[src/rtl/regfile_pkg.sv]
// Shared constants and helpers for the regfile_sb register file and its scoreboard.
package regfile_pkg;

  localparam int DATA_W_DEF = 32;
  localparam int ADDR_W_DEF = 5;
  localparam int ZERO_IDX   = 0;
  // The popcount helper takes a fixed-width vector, so ADDR_W is limited to 8.
  localparam int MAX_DEPTH  = 256;

  function automatic int unsigned pend_popcount(input logic [MAX_DEPTH-1:0] v);
    int unsigned n;
    n = 0;
    for (int i = 0; i < MAX_DEPTH; i++) begin
      n = n + {31'd0, v[i]};
    end
    return n;
  endfunction

endpackage

[src/rtl/regfile_sb_if.sv]
// Decode/writeback port bundle of the register file. master = datapath, slave = register file.
interface regfile_sb_if #(
  parameter int DATA_W = 32,
  parameter int ADDR_W = 5
);
  logic [ADDR_W-1:0] rd_addr1;
  logic [ADDR_W-1:0] rd_addr2;
  logic [DATA_W-1:0] rd_data1;
  logic [DATA_W-1:0] rd_data2;
  logic              hazard1;
  logic              hazard2;
  logic              we;
  logic [ADDR_W-1:0] wr_addr;
  logic [DATA_W-1:0] wr_data;
  logic              rsv_en;
  logic [ADDR_W-1:0] rsv_addr;
  logic [ADDR_W:0]   pend_cnt;

  // No handshake: reads are combinational, writes/reserves take effect on the clock edge,
  // and the datapath must not issue while hazard1 or hazard2 is high.
  modport master (
    output rd_addr1, rd_addr2, we, wr_addr, wr_data, rsv_en, rsv_addr,
    input  rd_data1, rd_data2, hazard1, hazard2, pend_cnt
  );
  modport slave (
    input  rd_addr1, rd_addr2, we, wr_addr, wr_data, rsv_en, rsv_addr,
    output rd_data1, rd_data2, hazard1, hazard2, pend_cnt
  );
endinterface

[src/rtl/reg_scoreboard.sv]
// Per-register pending bits: reserve sets, writeback clears (reserve wins), plus hazard flags and count.
module reg_scoreboard
  import regfile_pkg::*;
#(
  parameter int ADDR_W   = ADDR_W_DEF,
  parameter int ZERO_REG = 1,
  parameter int BYPASS   = 1
) (
  input  logic              clk,
  input  logic              rst,
  input  logic              i_rsv_en,
  input  logic [ADDR_W-1:0] i_rsv_addr,
  input  logic              i_we,
  input  logic [ADDR_W-1:0] i_wr_addr,
  input  logic [ADDR_W-1:0] i_rd_addr1,
  input  logic [ADDR_W-1:0] i_rd_addr2,
  output logic              o_hazard1,
  output logic              o_hazard2,
  output logic [ADDR_W:0]   o_pend_cnt
);
  localparam int DEPTH = 2 ** ADDR_W;
  localparam logic [ADDR_W-1:0] ZERO_A = ADDR_W'(ZERO_IDX);

  logic [DEPTH-1:0]     r_pend;
  logic [ADDR_W:0]      r_pend_cnt;
  logic [DEPTH-1:0]     w_pend_next;
  logic [MAX_DEPTH-1:0] w_pend_ext;
  logic [ADDR_W:0]      w_cnt_next;
  logic                 w_byp1;
  logic                 w_byp2;

  // Clear first, then set, so a same-cycle reserve keeps the register owned by the new instruction.
  always_comb begin
    w_pend_next = r_pend;
    if (i_we && !(ZERO_REG != 0 && i_wr_addr == ZERO_A)) begin
      w_pend_next[i_wr_addr] = 1'b0;
    end
    if (i_rsv_en && !(ZERO_REG != 0 && i_rsv_addr == ZERO_A)) begin
      w_pend_next[i_rsv_addr] = 1'b1;
    end
  end

  assign w_pend_ext = MAX_DEPTH'(w_pend_next);
  assign w_cnt_next = (ADDR_W + 1)'(pend_popcount(w_pend_ext));

  always_ff @(posedge clk) begin
    if (rst) begin
      r_pend     <= '0;
      r_pend_cnt <= '0;
    end else begin
      r_pend     <= w_pend_next;
      r_pend_cnt <= w_cnt_next;
    end
  end

  assign w_byp1 = (BYPASS != 0) && i_we && (i_wr_addr == i_rd_addr1);
  assign w_byp2 = (BYPASS != 0) && i_we && (i_wr_addr == i_rd_addr2);

  assign o_hazard1  = r_pend[i_rd_addr1] && !w_byp1 && !(ZERO_REG != 0 && i_rd_addr1 == ZERO_A);
  assign o_hazard2  = r_pend[i_rd_addr2] && !w_byp2 && !(ZERO_REG != 0 && i_rd_addr2 == ZERO_A);
  assign o_pend_cnt = r_pend_cnt;

endmodule

[src/rtl/regfile_sb.sv]
// Register file: storage array, two combinational read ports with optional write bypass, zero register.
module regfile_sb
  import regfile_pkg::*;
#(
  parameter int DATA_W   = DATA_W_DEF,
  parameter int ADDR_W   = ADDR_W_DEF,
  parameter int ZERO_REG = 1,
  parameter int BYPASS   = 1
) (
  input logic clk,
  input logic rst,
  regfile_sb_if.slave bus
);
  localparam int DEPTH = 2 ** ADDR_W;
  localparam logic [ADDR_W-1:0] ZERO_A = ADDR_W'(ZERO_IDX);

  logic [DATA_W-1:0] r_mem [DEPTH];
  logic [DATA_W-1:0] w_rd1;
  logic [DATA_W-1:0] w_rd2;
  logic              w_wr_ok;

  assign w_wr_ok = bus.we && !(ZERO_REG != 0 && bus.wr_addr == ZERO_A);

  always_ff @(posedge clk) begin
    if (rst) begin
      for (int i = 0; i < DEPTH; i++) begin
        r_mem[i] <= '0;
      end
    end else if (w_wr_ok) begin
      r_mem[bus.wr_addr] <= bus.wr_data;
    end
  end

  // Priority: zero register, then same-cycle write forwarding, then the array.
  always_comb begin
    w_rd1 = r_mem[bus.rd_addr1];
    if (BYPASS != 0 && bus.we && bus.wr_addr == bus.rd_addr1) w_rd1 = bus.wr_data;
    if (ZERO_REG != 0 && bus.rd_addr1 == ZERO_A) w_rd1 = '0;
  end

  always_comb begin
    w_rd2 = r_mem[bus.rd_addr2];
    if (BYPASS != 0 && bus.we && bus.wr_addr == bus.rd_addr2) w_rd2 = bus.wr_data;
    if (ZERO_REG != 0 && bus.rd_addr2 == ZERO_A) w_rd2 = '0;
  end

  assign bus.rd_data1 = w_rd1;
  assign bus.rd_data2 = w_rd2;

  reg_scoreboard #(
    .ADDR_W  (ADDR_W),
    .ZERO_REG(ZERO_REG),
    .BYPASS  (BYPASS)
  ) u_sb (
    .clk        (clk),
    .rst        (rst),
    .i_rsv_en   (bus.rsv_en),
    .i_rsv_addr (bus.rsv_addr),
    .i_we       (bus.we),
    .i_wr_addr  (bus.wr_addr),
    .i_rd_addr1 (bus.rd_addr1),
    .i_rd_addr2 (bus.rd_addr2),
    .o_hazard1  (bus.hazard1),
    .o_hazard2  (bus.hazard2),
    .o_pend_cnt (bus.pend_cnt)
  );

endmodule

[src/flat_wrapper.sv]
// flat-port wrapper written by rule: the top's interface ports become plain ports
module regfile_sb_flat import regfile_pkg::*;
#(
  parameter int DATA_W   = DATA_W_DEF,
  parameter int ADDR_W   = ADDR_W_DEF,
  parameter int ZERO_REG = 1,
  parameter int BYPASS   = 1
)
  (clk, rst, bus_rd_addr1, bus_rd_addr2, bus_we, bus_wr_addr, bus_wr_data, bus_rsv_en, bus_rsv_addr, bus_rd_data1, bus_rd_data2, bus_hazard1, bus_hazard2, bus_pend_cnt);
  regfile_sb_if #(.DATA_W(DATA_W), .ADDR_W(ADDR_W)) bus_i ();
  input logic clk;
  input logic rst;
  input wire logic [$bits(bus_i.rd_addr1)-1:0] bus_rd_addr1;
  input wire logic [$bits(bus_i.rd_addr2)-1:0] bus_rd_addr2;
  input wire logic [$bits(bus_i.we)-1:0] bus_we;
  input wire logic [$bits(bus_i.wr_addr)-1:0] bus_wr_addr;
  input wire logic [$bits(bus_i.wr_data)-1:0] bus_wr_data;
  input wire logic [$bits(bus_i.rsv_en)-1:0] bus_rsv_en;
  input wire logic [$bits(bus_i.rsv_addr)-1:0] bus_rsv_addr;
  output wire logic [$bits(bus_i.rd_data1)-1:0] bus_rd_data1;
  output wire logic [$bits(bus_i.rd_data2)-1:0] bus_rd_data2;
  output wire logic [$bits(bus_i.hazard1)-1:0] bus_hazard1;
  output wire logic [$bits(bus_i.hazard2)-1:0] bus_hazard2;
  output wire logic [$bits(bus_i.pend_cnt)-1:0] bus_pend_cnt;
  assign bus_i.rd_addr1 = bus_rd_addr1;
  assign bus_i.rd_addr2 = bus_rd_addr2;
  assign bus_i.we = bus_we;
  assign bus_i.wr_addr = bus_wr_addr;
  assign bus_i.wr_data = bus_wr_data;
  assign bus_i.rsv_en = bus_rsv_en;
  assign bus_i.rsv_addr = bus_rsv_addr;
  assign bus_rd_data1 = bus_i.rd_data1;
  assign bus_rd_data2 = bus_i.rd_data2;
  assign bus_hazard1 = bus_i.hazard1;
  assign bus_hazard2 = bus_i.hazard2;
  assign bus_pend_cnt = bus_i.pend_cnt;
  regfile_sb #(.DATA_W(DATA_W), .ADDR_W(ADDR_W), .ZERO_REG(ZERO_REG), .BYPASS(BYPASS)) u_core (.clk(clk), .rst(rst), .bus(bus_i));
endmodule
[config.mk]
export PLATFORM = sky130hd
export DESIGN_NAME = regfile_sb_flat
export DESIGN_NICKNAME = d
export VERILOG_FILES = /design/src/rtl/regfile_pkg.sv /design/src/rtl/regfile_sb_if.sv /design/src/rtl/reg_scoreboard.sv /design/src/rtl/regfile_sb.sv /design/src/flat_wrapper.sv
export SDC_FILE = /design/constraint.sdc
export NUM_CORES = 2
export LEC_CHECK = 0
export CAP_MARGIN = 5
export CORE_ASPECT_RATIO = 0.7
export CORE_MARGIN = 2
export CORE_UTILIZATION = 35
export DETAILED_ROUTE_END_ITERATION = 7
export GPL_TIMING_DRIVEN = 0
export SLEW_MARGIN = 20
export SYNTH_ARGS = -nofsm -noshare
export SYNTH_HDL_FRONTEND = slang
export SYNTH_SLANG_ARGS = --single-unit
[constraint.sdc]
create_clock -name clk -period 7.2 [get_ports clk]
set_input_delay 0.72 -clock clk [delete_from_list [all_inputs] [get_ports clk]]
set_output_delay 0.72 -clock clk [all_outputs]
set_load 0.01 [all_outputs]
# ---- Yosys cells after proc, flatten, opt, wreduce, memory -nomap -nowiden
# Memory sizes are Yosys's and may differ from the RTL's.
# Cells that the tools add are included.
dict set report word_totals {
  reg_bits 38
  latch_bits 0
  ram_bits 1024
  rom_bits 0
  out_inout_bits 72
  mem_count 1
}
# name words word_bits rd rd_ports_with_merged_regs wr line
set mem_list {}
lappend mem_list {u_core.r_mem 32 32 2 0 32 regfile_sb.sv:17} ;# logic [DATA_W-1:0] r_mem [DEPTH];
dict set report classes {
  n_addsub 31
  n_mul 0
  div 0
  magnitude_cmp 6
  eq_ne 2
  shift 0
  n_mux 22
  bitwise 3
  reduce_logical 21
}
# op count
set op_table {}
lappend op_table {{$mux 32} 7}
lappend op_table {{$add 6x1->6} 26}
lappend op_table {{$and 32x32->32} 1}
lappend op_table {{$not 32->32} 1}
lappend op_table {{$or 32x32->32} 1}
lappend op_table {{$reduce_or 32->1} 1}
lappend op_table {{$lt 5x6->1 const B} 4}
lappend op_table {{$logic_not 5->1} 4}
lappend op_table {{$bmux 1 s5} 2}
lappend op_table {{$demux 1 s5} 2}
lappend op_table {{$eq 5x5->1} 2}
lappend op_table {{$ge 5x1->1 const B} 2}
lappend op_table {{$logic_and 1x1->1} 10}
lappend op_table {{$mux 1} 10}
lappend op_table {{$add 5x1->6} 1}
lappend op_table {{$logic_not 1->1} 6}
lappend op_table {{$add 4x1->5} 1}
lappend op_table {{$mux 5} 1}
lappend op_table {{$add 3x1->4} 1}
lappend op_table {{$add 2x1->3} 1}
lappend op_table {{$add 1x1->2} 1}

# ---- Depth between registers and ports, before layout
dict set report logic_depth {
  depth_word 40
  ltp_mapped 23
}

# ---- Modules after synthesis
# From an unflattened synthesis, not the netlist that was laid out.
dict set report hier_totals {
  cells_unflattened 4124
  hier_area_um2 58054.4
}
# mod n_inst cells_per_inst area_each_um2 seq_area_each_um2
set modules_own_cells {}
lappend modules_own_cells {regfile_sb 1 3799 55041.5 30749.5}
lappend modules_own_cells {reg_scoreboard 1 325 3012.9 760.7}

# ---- Worst setup path before layout
# No wires, ideal clock.
dict set report synth_path {
  path_type {in2reg}
  startpoint {input port bus_wr_addr[3]}
  endpoint {register u_core.u_sb.r_pend_cnt[4], in the netlist u_core.u_sb.o_pend_cnt[4]}
  setup_time_ns 0.128
  arrival_time_ns 6.166
  path_slack_ns 0.906
  stages 19
  path_cell_list {clkbuf_1 -> or3b_2 -> nor2_1 -> nand2_1 -> a22o_1 -> fa_1 -> inv_1 -> fa_1 -> fa_1 -> inv_1 -> fa_1 -> fa_1 -> fa_1 -> ha_1 -> fa_1 -> a21o_1 -> a21oi_1 -> xor2_1 -> nor2_1}
}
dict set report synth_between {
  elab_cells_between_ends 44
  classes_between {31 x add/sub; 2 x order compare; 4 x mux; 3 x bitwise; 4 x reduce/logical}
}
# element line
set synth_lines {}
lappend synth_lines {{start, declared} flat_wrapper.sv:16} ;# input wire logic [$bits(bus_i.wr_addr)-1:0] bus_wr_addr;
lappend synth_lines {{$lt 5x6->1 (not written as such) or $ge 5x1->1 (tied branches)} reg_scoreboard.sv:36} ;# w_pend_next[i_wr_addr] = 1'b0;
lappend synth_lines {{$logic_and 1x1->1 (not written as such)} reg_scoreboard.sv:36}
lappend synth_lines {{$mux 1 (not written as such)} reg_scoreboard.sv:36}
lappend synth_lines {{$demux 1 s5} reg_scoreboard.sv:36}
lappend synth_lines {{$not 32->32 (no line)} --}
lappend synth_lines {{$and 32x32->32 (no line)} --}
lappend synth_lines {{$mux 32 (*)} reg_scoreboard.sv:35} ;# if (i_we && !(ZERO_REG != 0 && i_wr_addr == ZERO_A)) begin
lappend synth_lines {{$or 32x32->32 (no line)} --}
lappend synth_lines {{$mux 32 (*)} reg_scoreboard.sv:38} ;# if (i_rsv_en && !(ZERO_REG != 0 && i_rsv_addr == ZERO_A)) begin
lappend synth_lines {{via u_core.u_sb.w_pend_next[7]} reg_scoreboard.sv:26} ;# logic [DEPTH-1:0] w_pend_next;
lappend synth_lines {{$add 6x1->6 (*) (25 in a row)} regfile_pkg.sv:14} ;# n = n + {31'd0, v[i]};
lappend synth_lines {{end signal, assigned} reg_scoreboard.sv:52} ;# r_pend_cnt <= w_cnt_next;
lappend synth_lines {{end, declared} reg_scoreboard.sv:25} ;# logic [ADDR_W:0] r_pend_cnt;
# Mark *: on every way through the listed nets, which the timed path passes. The rest lies on a longest branch.
# A chain may end at the register's enable or synchronous reset.

# ---- Worst setup path in the final report
dict set report layout_path {
  startpoint {input port bus_wr_addr[2]}
  endpoint {register u_core.u_sb.r_pend_cnt[4], in the netlist u_core.u_sb.o_pend_cnt[4]}
}
# The elaborated chain is that of the path after synthesis.

==> flow_summary.json <==
{
  "core_um2": 164000,
  "required_ns": 7.80,
  "worst_hold_path.endpoint": "u_core.u_sb.r_pend[3]$_SDFF_PP0_",
  "crit_path_max_fanout": 10,
  "synth_edf_count": 1024,
  "async_flop_share_pct": 0,
  "ctsLongestPathBuffers": 3,
  "cts_hold_buf": 0,
  "yosys.area.top_type": "edfxtp_1",
  "p_leak_uw": 0.0227,
  "fin_crit_ns": 7.12,
  "wl_met2_mm": 102,
  "max_freq_mhz": 141,
  "met1Wirelength_mm": 99.2,
  "netlist.area_leader.share_pct": 53.2,
  "synth_top_family_by_area": "multiplexers",
  "cts_tree": "built",
  "vdd.ir_drop.worst_mv": 0.167,
  "drtAntennaViolNets": 0,
  "io_buffers": 120,
  "min_from": "u_core.u_sb.r_pend[3]$_SDFF_PP0_",
  "yosysUniqueCellTypes": 63,
  "cp_common_cell": "fa_1",
  "cpLargestDelayFamily": "adder cells",
  "most-common-layout-cells": "1024 x edfxtp_1, 999 x and2_1, 457 x mux4_2",
  "grt_pass1_wl_mm": 345,
  "synth_ff_type": "edfxtp_1",
  "fin_cells": 6592,
  "yosys.area_share.adder_pct": 0.983,
  "drc": 0,
  "finalSetupViolations": 0,
  "synth_compound_area_share_pct": 5.80,
  "period_share_pct": 98.8,
  "power_uw": 15400,
  "rows": 124,
  "crit_slowest_cell": "clkdlybuf4s50_1",
  "stdcell_area_um2": 66000,
  "r2r_cells": 15,
  "ys_top_cells_by_area": "edfxtp_1 53%, mux4_2 18%, and2_1 11%, mux2i_1 2.6%, clkbuf_1 1.9%",
  "die_w_um": 490,
  "status": "finished clean",
  "grt_pass1_vias": 39672,
  "cp.buffers_inverters": 4,
  "clock-sinks": 1062,
  "grt-ovfl-total": 0,
  "r2r_end": "u_core.u_sb.o_pend_cnt[4]$_SDFF_PP0_",
  "initial_core_util_pct": 35.3,
  "clkLatencyLatePin_ns": 0.75,
  "setup_tns_ns": 0,
  "antenna_found_initial": 17,
  "crit_path_max_incr_delay_ns": 0.74,
  "dp.cells": 6392,
  "r2r_start": "u_core.u_sb.r_pend[25]$_SDFF_PP0_",
  "io_pins": 128,
  "placed_area_um2": 62500,
  "clk_pin_slew_ns": 0.06,
  "layout.nets": 4382,
  "cts-buffers-inserted": 106,
  "synth-seq-cells": 1062,
  "ff2ff_setup_slack_ns": 1.85,
  "worstPathArrival_ns": 7.71,
  "fillers": 15133,
  "synth_simple_gate_area_share_pct": 14.1,
  "drt_iter0_markers": 8407,
  "synth_cells": 4021,
  "area_growth_pct": 14.2,
  "route.detailed.wl_per_inst_um": 39.7,
  "fin_skew_ns": 0.0127,
  "vias_per_cell": 6.48,
  "grt_usage_pct": 30.5,
  "syn-cell-area_um2": 57800,
  "synthMuxAreaShare_pct": 20.8,
  "grt_max_degree": 33,
  "wirelength_mm": 262,
  "die_y_um": 344,
  "yosysSeqAreaShare_pct": 54.5,
  "layout_commonest_cell": "edfxtp_1",
  "gp_congestion": 1.04,
  "drive_gt1_share_pct": 19.7,
  "dieArea_um2": 168000,
  "timing.max_cap.violations": 0,
  "syn_avg_cell_area_um2": 14.4,
  "drt-pass1-iter-count": 7,
  "routed-wl-met3_mm": 46.1,
  "final_max_slew_viol_count": 0,
  "root_buffer": "clkbuf_16",
  "hold_depth": 2,
  "max_slew.worst_pin.slew_ns": 1.38,
  "cp_cell_sequence": "clkdlybuf4s50_1 -> buf_2 -> or3b_2 -> nor2_4 -> nand2_1 -> a22o_1 -> fa_1 -> inv_1 -> fa_1 -> fa_1 -> inv_1 -> fa_1 -> fa_1 -> fa_1 -> ha_1 -> fa_1 -> a21o_1 -> a21oi_1 -> xor2_1 -> nor2_1",
  "worst_setup_path_end_kind": "flop",
  "num_vias": 42714,
  "synth_warnings": 0,
  "highest_layer": "met5",
  "maxSlewHeadroom_pct": 7.95,
  "cts-htree-levels": 3,
  "powerDensity_nw_per_um2": 234,
  "min_path_type": "flop to flop",
  "start_kind": "primary input",
  "synth-xor-area-share_pct": 0.182,
  "hold_viol_final": 0,
  "crit_type": "primary input to flop",
  "post-dp-hpwl_mm": 190
}
[what timing repair did]
action	in CTS	in global routing
endpoints found under the setup margin	1	1
setup buffers	0	0
resized for setup	2	6
pin swaps	0	0
[registers in the layout, summed over array words and instances, names as in the netlist]
| name | count |
|---|---|
| u_core.r_mem | 1024 |
| u_core.u_sb.o_pend_cnt | 6 |
| u_core.u_sb.r_pend | 32 |
[Yosys cell counts (31+ instances only)]
cell         n
edfxtp_1  1024
and2_1     999
mux4_2     457
clkbuf_1   285
mux2i_1    153
a22oi_1    128
nand2_1    112
nor2_1      87
a21oi_1     81
buf_2       79
nor2b_1     54
dfxtp_1     38
o221ai_1    36
a211oi_1    34
nand2b_1    32
a32o_1      31
[stage by stage]
stage | setup WS, ns | util (%) | hold WS (ns)
final | 0.0847 | 40.3 | 0.513
after global routing | -0.00617 | 40.3 | 0.562
after CTS | 0.0984 | 40.3 | 0.509
after detailed placement | -0.843 | 38.2 | 0.498
after global placement | -0.612 | 37.8 | 0.495
after floorplan | 0.906 | - | 0.465
[where the power goes]
group	internal (uW)	total, uW	switching [uW]	leakage, uW
Sequential	7110	7290	181	0.0101
Combinational	868	2360	1490	0.0110
Clock	3130	5760	2630	0.00164
[layer usage]
metal | track usage [%] | up-vias
met2 | 39.9 | 4082
li1 | - | 15912
met4 | 14.1 | 9
met5 | 0.111 | -
met1 | 42.0 | 22023
met3 | 14.7 | 688
[cells by family after synthesis]
group | count (synthesis)
AND/OR/NAND/NOR | 1387
multiplexers | 630
buffers and inverters | 453
other | 1
AO/OA/AOI/OAI | 445
XOR/XNOR | 12
adder cells (fa/ha/maj) | 31
flip-flops | 1062
[area by class of cell]
type | count | area [um^2] | share of cell area (%)
clock buffer | 123 | 2740 | 4.15
buffer | 423 | 2000 | 3.03
sequential | 1062 | 31500 | 47.8
inverter | 30 | 113 | 0.171
timing repair buffer | 135 | 1580 | 2.39
clock inverter | 64 | 616 | 0.933
antenna | 13 | 32.5 | 0.0493
multi-input combinational | 2537 | 24600 | 37.3
tap | 2205 | 2760 | 4.18
[worst reg2reg max path, cell delays in order, from the launching register on]
cell     delay, ns
dfxtp_1       0.34
o21a_1        0.12
a21oi_1       0.29
fa_1          0.48
fa_1          0.49
fa_1          0.55
inv_1         0.08
fa_1          0.52
fa_1          0.60
fa_1          0.44
ha_1          0.25
fa_1          0.47
a21o_1        0.20
a21oi_1       0.17
xor2_1        0.15
nor2_1        0.05
[how the worst max path moves through the flow]
| stage | start | endpoint | slack [ns] | depth (start not counted) |
|---|---|---|---|---|
| after floorplan | bus_wr_addr[3] | u_core.u_sb.o_pend_cnt[4]$_SDFF_PP0_ | 0.91 | 19 |
| after global placement | bus_wr_addr[2] | u_core.u_sb.o_pend_cnt[4]$_SDFF_PP0_ | -0.61 | 20 |
| after detailed placement | bus_wr_addr[0] | u_core.u_sb.o_pend_cnt[4]$_SDFF_PP0_ | -0.84 | 20 |
| after CTS | bus_wr_addr[0] | u_core.u_sb.o_pend_cnt[4]$_SDFF_PP0_ | 0.1 | 20 |
| after global routing | bus_wr_addr[2] | u_core.u_sb.o_pend_cnt[4]$_SDFF_PP0_ | -0.006 | 20 |
| final | bus_wr_addr[2] | u_core.u_sb.o_pend_cnt[4]$_SDFF_PP0_ | 0.08 | 20 |
(Power assumes the default switching activity.)
